--- src/rtl/dmux2way16_stream_pkg.sv ---
// Shared constants for the 2-way 16-bit stream demultiplexer.
// Default widths, channel indices and slot state encodings.
package dmux2way16_stream_pkg;

  localparam int WIDTH_DEFAULT = 16;
  localparam int CNT_W_DEFAULT = 16;

  localparam int CH0 = 0;
  localparam int CH1 = 1;

  localparam logic [0:0] SLOT_EMPTY = 1'b0;
  localparam logic [0:0] SLOT_FULL  = 1'b1;

endpackage

--- src/rtl/dmux_slot.sv ---
// One-entry holding register for a single output channel.
// A load on the same edge as a drain keeps the slot FULL with the new word.
module dmux_slot
  import dmux2way16_stream_pkg::*;
#(
  parameter int WIDTH = WIDTH_DEFAULT
) (
  input  logic             clk,
  input  logic             rst_n,
  input  logic             load,
  input  logic [WIDTH-1:0] data,
  input  logic             drain,
  output logic             valid,
  output logic [WIDTH-1:0] held,
  output logic             ready
);

  logic [0:0]       state_reg, state_next;
  logic [WIDTH-1:0] data_reg, data_next;

  always_comb begin
    state_next = state_reg;
    data_next  = data_reg;
    if (load) begin
      state_next = SLOT_FULL;
      data_next  = data;
    end else if (drain) begin
      state_next = SLOT_EMPTY;
    end
  end

  always_ff @(posedge clk or negedge rst_n) begin
    if (!rst_n) begin
      state_reg <= SLOT_EMPTY;
      data_reg  <= '0;
    end else begin
      state_reg <= state_next;
      data_reg  <= data_next;
    end
  end

  assign valid = (state_reg == SLOT_FULL);
  assign held  = data_reg;
  // Drain only matters when FULL, so an EMPTY slot is always ready.
  assign ready = ~valid | drain;

endmodule

--- src/rtl/dmux2way16_stream.sv ---
// Registered 1-to-2 word demultiplexer with valid/ready on all sides
// and a per-channel count of accepted words.
module dmux2way16_stream
  import dmux2way16_stream_pkg::*;
#(
  parameter int WIDTH = WIDTH_DEFAULT,
  parameter int CNT_W = CNT_W_DEFAULT
) (
  input  logic             clk,
  input  logic             rst_n,
  input  logic [WIDTH-1:0] in_data,
  input  logic             in_sel,
  input  logic             in_valid,
  output logic             in_ready,
  output logic [WIDTH-1:0] out0_data,
  output logic             out0_valid,
  input  logic             out0_ready,
  output logic [WIDTH-1:0] out1_data,
  output logic             out1_valid,
  input  logic             out1_ready,
  output logic [CNT_W-1:0] cnt0,
  output logic [CNT_W-1:0] cnt1
);

  logic [1:0]       load;
  logic [1:0]       drain;
  logic [1:0]       slot_valid;
  logic [1:0]       slot_ready;
  logic [WIDTH-1:0] held [2];
  logic [CNT_W-1:0] cnt_reg [2];
  logic             accept;

  assign drain[CH0] = out0_ready;
  assign drain[CH1] = out1_ready;

  // Only the selected slot gates the input, giving head-of-line blocking.
  assign in_ready = rst_n & slot_ready[in_sel];
  assign accept   = in_valid & in_ready;

  for (genvar gi = 0; gi < 2; gi++) begin : g_chan
    assign load[gi] = accept & (in_sel == 1'(gi));

    dmux_slot #(
      .WIDTH(WIDTH)
    ) u_slot (
      .clk  (clk),
      .rst_n(rst_n),
      .load (load[gi]),
      .data (in_data),
      .drain(drain[gi]),
      .valid(slot_valid[gi]),
      .held (held[gi]),
      .ready(slot_ready[gi])
    );

    always_ff @(posedge clk or negedge rst_n) begin
      if (!rst_n) begin
        cnt_reg[gi] <= '0;
      end else if (load[gi]) begin
        cnt_reg[gi] <= cnt_reg[gi] + CNT_W'(1);
      end
    end
  end

  assign out0_data  = held[CH0];
  assign out0_valid = slot_valid[CH0];
  assign out1_data  = held[CH1];
  assign out1_valid = slot_valid[CH1];
  assign cnt0       = cnt_reg[CH0];
  assign cnt1       = cnt_reg[CH1];

endmodule

--- config.mk ---
export PLATFORM = sky130hd
export DESIGN_NAME = dmux2way16_stream
export DESIGN_NICKNAME = d
export VERILOG_FILES = /design/src/rtl/dmux2way16_stream_pkg.sv /design/src/rtl/dmux_slot.sv /design/src/rtl/dmux2way16_stream.sv
export SDC_FILE = /design/constraint.sdc
export NUM_CORES = 1
export LEC_CHECK = 0
export ABC_CLOCK_PERIOD_IN_PS = 3200
export CORE_MARGIN = 2
export CORE_UTILIZATION = 40
export DETAILED_ROUTE_END_ITERATION = 8
export PLACE_DENSITY = 0.66
export RECOVER_POWER = 50
export SLEW_MARGIN = 40
export SYNTH_ARGS = -nofsm -noshare
export SYNTH_HDL_FRONTEND = slang
export SYNTH_HIERARCHICAL = 1
export SYNTH_SLANG_ARGS = --single-unit
--- constraint.sdc ---
create_clock -name clk -period 3.2 [get_ports clk]
set_clock_uncertainty 0.1 [all_clocks]
set_input_delay 0.96 -clock clk [delete_from_list [all_inputs] [get_ports clk]]
set_output_delay 0.96 -clock clk [all_outputs]
set_load 0.005 [all_outputs]
==> metrics.md, run 1 <==
| Metric | Value |
|---|---|
| Switching portion of total power | 26.5% |
| Post-Synthesis Cell Area | 2910 um^2 |
| P_int | between 1.5 and 2 mW |
| Die area | 7980 um^2 |
| CP peak stage delay | approximately 0.50 ns |
| Syn. warnings | 6 |
| Overflow after GRT | 0 |
| Clock Sinks | 66 |
| Max_cap viols | 0 |
| Setup TNS | 0 ns |
| CORE AREA | 7140 um^2 |
| Total global-route track usage | approximately 16% |
| Mapped Avg Cell Area | between 10 and 15 um^2 |
| Inst Count DP | approximately 400 |
| TritonCTS clock tree | yes |
| Place WS | -0.182 ns |
| Crit share post-route | 98.0% |
| Ratio of cells with drive above 1 in the final layout | 20.5% |
| Final #Nets | 326 |
| Pleak | about 1.8 nW |
| Area after DPL | 3920 um^2 |
| WP data required | between 2 and 2.5 ns |
| Port Buf Inserts | 88 |
| First-pass DRT Iterations | 4 |
| Sequential power share | ~48% |
| Top cell type's share of synthesized area | between 50% and 60% |
| TritonCTS Buffers | 9 |
| Slew Limit Headroom | a little over a fifth |
| Maximum vdd drop | about 0.24 mV |
| Non-filler cells, final | 406 |
| Starting Density | 40.8% |
| Power per cell area | 572 nW/um^2 |
| Drt drc | 0 |
| Largest area contributor in the synthesized netlist | dfrtp_1 |
| CTS root buf | clkbuf_8 |
| Synth Net Count | 225 |
| Critical Path Sink Type | output pin |
| Hold WS | 0.362 ns |
| Largest net degree at the start of global routing | 49 |
| Synth area leaders | dfrtp_1 57%, mux2_4 9.3%, mux2_2 5.8% |
| Post-layout util | 56.7% |
| WP data arrival | 2.08 ns |
| Iter 0 DRT Violations | 65 |
| Num rows | 31 |
| Asr flop ratio synth | 100% |
| Clock power frac | 27.9% |
| H-tree depth | 3 |
| Area of the multi-input gates | approximately 1200 um^2 |
| Power, Total | 2.31 mW |
| Post-synthesis register bit count | 66 |
| CP max FO | 2 |
| Routability Congestion | 0.830 |
| Crit path launch type | primary input |
| Die Height | 89.3 um |
| Avg WL per Cell | ~15 um |
| Vias in the first global route | roughly 1,900 |
| Final Hold Vio Count | 0 |
| Clock-pin slew on the worst setup and hold paths | 0.06 ns |
| Die X-Extent | 89.3 um |
| Tightest Hold Check Type | reg -> reg |
| Fin. max-slew vios | 0 |
| Final WS setup | roughly 0.064 ns |
| Antenna cells | 0 |
| Clock latency on the worst-skew pair | ~0.33 ns |
| Sw power | 0.613 mW |
| Final HPWL DP | 4180 um |
| Fmax | 319 MHz |
| Post-synthesis sequential area ratio | 56.7% |
| Vias per inst | 4.71 |
| Fillers | 649 |
| Clk buf depth | 2 |
| Outcome | complete, no violations |
| ANT nets after route | 0 |
| Final setup vio count | 0 |
| P&R area growth vs syn | 38.9% |
| Crit path max-delay cell type | clkdlybuf4s50_1 |
| Final Critical Period | 3.14 ns |
| Measured slew at the worst slew-check pin | about 1.2 ns |
| Synth cell types | 26 |
| Cell with the most instances after synthesis | dfrtp_1 |
| Final WL | roughly 6000 um |
| Main synth FF type | dfrtp_1 |
| Via Count | ~1,900 |
| I/O pin count | 89 |
| Final std cell area, no fill | 4040 um^2 |
| Initial antenna violation count | 0 |
| Sequential Area | 1650 um^2 |
| Critical path class | in -> out |
| Syn Inst Count | 201 |
| EDFF count, synth | 0 |
| Most frequent cells after synthesis | 66 x dfrtp_1, 18 x mux2_4, 18 x xnor2_1 |
| RSZ-0062 raised after global routing | false |
| CP cell instances | clkdlybuf4s50_1, nand2b_1, mux2i_1, nor2b_1, dlygate4sd2_1 |
| Power share of the combinational group | 24.0% |
| First-pass GRT wire length | 9340 um |
path summary, 6_finish.rpt:
check / start / to / slack (ns) / cells after the start
setup / recovery: out0_ready / in_ready / 0.06 / 5
hold / removal: cnt0[15] / cnt0[15] / 0.36 / 1
setup reg to reg: g_chan[0].u_slot/valid / g_chan[0].u_slot/held[15] / 0.94 / 6
hold reg to reg: cnt0[15] / cnt0[15] / 0.36 / 1
max in group asynchronous: rst_n / cnt0[9] / 1.04 / 3
min in group asynchronous: rst_n / cnt0[8] / 0.53 / 2
what timing repair did:
| item | CTS | global route |
|---|---|---|
| hold buffers | 0 | 0 |
| buffers inserted | 0 | 0 |
| setup endpoints to repair | 1 | 0 |
| resized for setup | 1 | 0 |
worst max-delay path, delay by kind of cell:
family | cells | cell delay [ns]
buf+inv | 2 | 0.78
mux | 1 | 0.07
simple gates | 2 | 0.27
final cells by class:
| type | instances | area share [%] |
|---|---|---|
| multi-input combinational | 126 | 28.5 |
| clock inverter | 2 | 0.248 |
| sequential | 66 | 40.8 |
| tap | 99 | 3.06 |
| inverter | 3 | 0.278 |
| timing repair buffer | 96 | 22.8 |
| clock buffer | 14 | 4.27 |
registers in the layout (all words and copies together), names as in the netlist:
name,flops
g_chan.u_slot/held,32
g_chan.u_slot/valid,2
cnt1,16
cnt0,16
layer usage:
metal	up-vias	share of wire (%)	global-route usage [%]
met5	-	0	0
met3	7	6.5	4.52
li1	898	-	-
met1	947	46	21.5
met2	62	46	22.8
met4	0	1.5	7.33
logic make-up after synthesis:
| kind of cell | synth area share [%] |
|---|---|
| and+or+nand+nor | 14.8 |
| muxes | 15.4 |
| DFF | 56.7 |
| adders and majority gates | 0.859 |
| buffers and inverters | 3.18 |
| xor gates and xnor gates | 9.02 |
power by group through the flow:
stage               clock, mW  combinational, mW  sequential [mW]
floorplan                   0              0.214             1.12
global placement            0              0.587             1.13
detailed placement          0              0.598             1.13
CTS                     0.666              0.600             1.12
global route            0.700              0.612             1.14
finish                  0.645              0.556             1.11
placed cells by master (no fill, tap or decap), types with 2 or more instances in the layout:
master | synthesis | final
mux2_4 | 18 | 18
and3_1 | 5 | 5
nand4_1 | 6 | 6
nand4_4 | 2 | 2
mux2_2 | 15 | 15
ha_1 | 2 | 2
nor2_1 | 6 | 6
nor3_1 | 3 | 3
clkinv_2 | 0 | 2
nand3_1 | 11 | 11
buf_4 | 1 | 3
xor2_1 | 12 | 12
clkbuf_1 | 0 | 4
nand2b_1 | 4 | 4
dlygate4sd3_1 | 0 | 27
xnor2_1 | 18 | 18
dfrtp_1 | 66 | 66
nor4_4 | 4 | 4
inv_1 | 3 | 3
clkbuf_2 | 0 | 3
clkbuf_8 | 0 | 12
clkdlybuf4s50_1 | 0 | 59
nand2_1 | 13 | 13
Power figures use the tool's default switching activity.
==> run 2, diff against run 1 <==
--- a/config.mk
+++ b/config.mk
@@ -6,10 +6,12 @@
 export NUM_CORES = 1
 export LEC_CHECK = 0
 export ABC_CLOCK_PERIOD_IN_PS = 3200
+export CELL_PAD_IN_SITES_DETAIL_PLACEMENT = 0
+export CELL_PAD_IN_SITES_GLOBAL_PLACEMENT = 1
 export CORE_MARGIN = 2
 export CORE_UTILIZATION = 40
 export DETAILED_ROUTE_END_ITERATION = 8
-export PLACE_DENSITY = 0.66
+export PLACE_DENSITY = 0.81
 export RECOVER_POWER = 50
 export SLEW_MARGIN = 40
 export SYNTH_ARGS = -nofsm -noshare
==> run 2 against run 1 <==
The run now ends with capacitance limit left. Worst setup slack gained 0.045 ns. Cell area grew 1.5%. Core utilization grew 0.86 points. Sequential power is essentially flat. Fmax grew 1.5%. Sequential share of layout area shrank 0.61 points. Wire length grew 0.95%. Total power grew 5.6%. First-iteration DRC count grew 17%. Non-clock buffer count grew 1. Die area is the same. Combinational power grew 1%. Critical path type unchanged. Highest routed layer unchanged.
==> metrics.md, run 2 (same netlist as run 1, synthesis figures left out) <==
| Metric | Value |
|---|---|
| Final Hold Vio Count | 0 (unchanged) |
| Commonest non-fill, non-tap cell in the layout | dfrtp_1 (unchanged) |
| Critical Path Sink Type | output pin (unchanged) |
| Starting Density | 40.8% (unchanged) |
| Iter 0 DRT Violations | 76 (was 65) |
| Worst r2r src | g_chan[0].u_slot/valid (unchanged) |
| Die area | 7980 um^2 (unchanged) |
| Sequential Area | 1650 um^2 (unchanged) |
| Num rows | 31 (unchanged) |
| Final setup vio count | 0 (unchanged) |
| Measured slew at the worst slew-check pin | 1.48 ns (was 1.18 ns) |
| Critical path class | in -> out (unchanged) |
| Die Height | 89.3 um (unchanged) |
| Crit share post-route | 96.6% (was 98.0%) |
| Final std cell area, no fill | 4110 um^2 (was 4040 um^2) |
| Hold Path Sink | cnt1[15] (was cnt0[15]) |
| H-tree depth | 3 (unchanged) |
| ANT nets after route | 0 (unchanged) |
| Cts hold-fix bufs | 0 (unchanged) |
| Final #Nets | 327 (was 326) |
| Pleak | 1.86 nW (was 1.85 nW) |
| Max_cap viols | 1 (was 0) |
| Place WS | -0.181 ns (was -0.182 ns) |
| Total global-route track usage | 16.7% (was 15.6%) |
| HP Start | cnt1[15] (was cnt0[15]) |
| CP max FO | 2 (unchanged) |
| Vias per inst | 4.63 (was 4.71) |
| Post_cts resized | 2 (was 1) |
| Commonest non-fill, non-tap cells in the layout | 66 x dfrtp_1, 58 x clkdlybuf4s50_1, 28 x dlygate4sd3_1 (was 66 x dfrtp_1, 59 x clkdlybuf4s50_1, 27 x dlygate4sd3_1) |
| Failing checks | capacitance limit |
| Initial antenna violation count | 0 (unchanged) |
| Outcome | finished, violations left (was complete, no violations) |
| Die X-Extent | 89.3 um (unchanged) |
| TritonCTS Buffers | 9 (unchanged) |
| Flop-to-flop setup slack | 1.15 ns (was 0.94 ns) |
| Power, Total | 2.44 mW (was 2.31 mW) |
| Vias in the first global route | 1,936 (was 1,861) |
| Slew Limit Headroom | 1.17% (was 21.5%) |
| TritonCTS clock tree | yes (unchanged) |
| Area after DPL | 3910 um^2 (was 3920 um^2) |
| Fin. max-slew vios | 0 (unchanged) |
| Final Critical Period | 3.09 ns (was 3.14 ns) |
| Hold Path Cell Cnt | 1 (unchanged) |
| Fillers | 607 (was 649) |
| Final HPWL DP | 4320 um (was 4180 um) |
| CORE AREA | 7140 um^2 (unchanged) |
| Power per cell area | 595 nW/um^2 (was 572 nW/um^2) |
| Hold WS | 0.371 ns (was 0.362 ns) |
| Avg WL per Cell | 14.7 um (was 14.6 um) |
| WP data arrival | 2.03 ns (was 2.08 ns) |
| Clock Sinks | 66 (unchanged) |
| Crit path launch type | primary input (unchanged) |
| Reg2reg path depth | 6 (unchanged) |
| Largest net degree at the start of global routing | 62 (was 49) |
| Drt drc | 0 (unchanged) |
| Tightest Hold Check Type | reg -> reg (unchanged) |
| Final WL | 5970 um (was 5910 um) |
| Via Count | 1,886 (was 1,914) |
| Ratio of cells with drive above 1 in the final layout | 20.8% (was 20.5%) |
| RSZ-0062 raised after global routing | false (unchanged) |
| Maximum vdd drop | 0.442 mV (was 0.244 mV) |
| WP data required | 2.14 ns (about the same) |
| First-pass DRT Iterations | 3 (was 4) |
| Overflow after GRT | 0 (unchanged) |
| Worst reg2reg endpoint | g_chan[0].u_slot/held[0] (was g_chan[0].u_slot/held[15]) |
| Antenna cells | 0 (unchanged) |
| P&R area growth vs syn | 41.0% (was 38.9%) |
| Fmax | 323 MHz (was 319 MHz) |
| Max reg flops | 32 (unchanged) |
| CTS root buf | clkbuf_8 (unchanged) |
| Routability Congestion | 0.726 (was 0.830) |
| Clock latency on the worst-skew pair | 0.34 ns (was 0.33 ns) |
| Post-layout util | 57.5% (was 56.7%) |
| First-pass GRT wire length | 9830 um (was 9340 um) |
| I/O pin count | 89 (unchanged) |
| Area of the multi-input gates | 1160 um^2 (was 1150 um^2) |
| Port Buf Inserts | 88 (unchanged) |
| Final WS setup | 0.108 ns (was 0.0636 ns) |
| Clk buf depth | 2 (unchanged) |
| Postcts setup bufs | 0 (unchanged) |
| Clock-pin slew on the worst setup and hold paths | 0.07 ns (was 0.06 ns) |
run 2: cell types whose count changed in the layout (fill, tap and decap cells not counted), sizes merged:
cell	delta
buf	+2
bufinv	+2
clkbuf	-4
clkdlybuf4s50	-1
clkinvlp	+1
dlygate4sd3	+1
run 2: worst max path at each step:
| stage | slack (ns) | to | start | depth (start not counted) |
|---|---|---|---|---|
| 2_1_floorplan | 0.80 | in_ready | out0_ready | 3 |
| 3_3_place_gp | -0.18 | in_ready | out1_ready | 5 |
| 6_report | 0.11 | in_ready | out1_ready | 5 |
| 5_1_grt | 0.04 | in_ready | out1_ready | 5 |
| 4_1_cts | 0.12 | in_ready | out1_ready | 5 |
| 3_5_place_dp | -0.18 | in_ready | out1_ready | 5 |
run 2: layout make-up:
| type | count | share of cell area [%] |
|---|---|---|
| Timing Repair Buffer | 97 | 22.9 |
| Clock buffer | 11 | 3.44 |
| Sequential cell | 66 | 40.2 |
| Clock inverter | 5 | 1.89 |
| Multi-Input combinational cell | 126 | 28.3 |
| Inverter | 3 | 0.274 |
| Tap cell | 99 | 3.02 |
run 2: critical path: stages:
cell	delay, ns
clkdlybuf4s50_1	0.47
nand2b_4	0.14
mux2i_1	0.07
nor2b_1	0.13
dlygate4sd2_1	0.26
run 2: where the power goes:
| part | switching, mW | total (mW) | internal, mW |
|---|---|---|---|
| logic | 0.181 | 0.562 | 0.381 |
| registers | 0.140 | 1.12 | 0.976 |
| clock network | 0.308 | 0.765 | 0.457 |
| total | 0.629 | 2.44 | 1.81 |
run 2: metal layers:
metal	global-route usage (%)	share of wire [%]
met4	9.23	2.9
met2	24.1	46
met1	23.3	47
met3	3.60	4.2
met5	0	0
run 2: through the flow:
| step | TNS (ns) | cells |
|---|---|---|
| floorplan | 0 | 201 |
| global placement | -0.178 | 391 |
| detailed placement | -0.181 | 391 |
| CTS | 0 | 407 |
| global route | 0 | 407 |
| finish | 0 | 407 |
==> run 3, diff against run 2 <==
--- a/config.mk
+++ b/config.mk
@@ -5,7 +5,6 @@
 export SDC_FILE = /design/constraint.sdc
 export NUM_CORES = 1
 export LEC_CHECK = 0
-export ABC_CLOCK_PERIOD_IN_PS = 3200
 export CELL_PAD_IN_SITES_DETAIL_PLACEMENT = 0
 export CELL_PAD_IN_SITES_GLOBAL_PLACEMENT = 1
 export CORE_MARGIN = 2
==> results of run 3 <==
Final layout, timing and power as in run 2 (identical DEF).
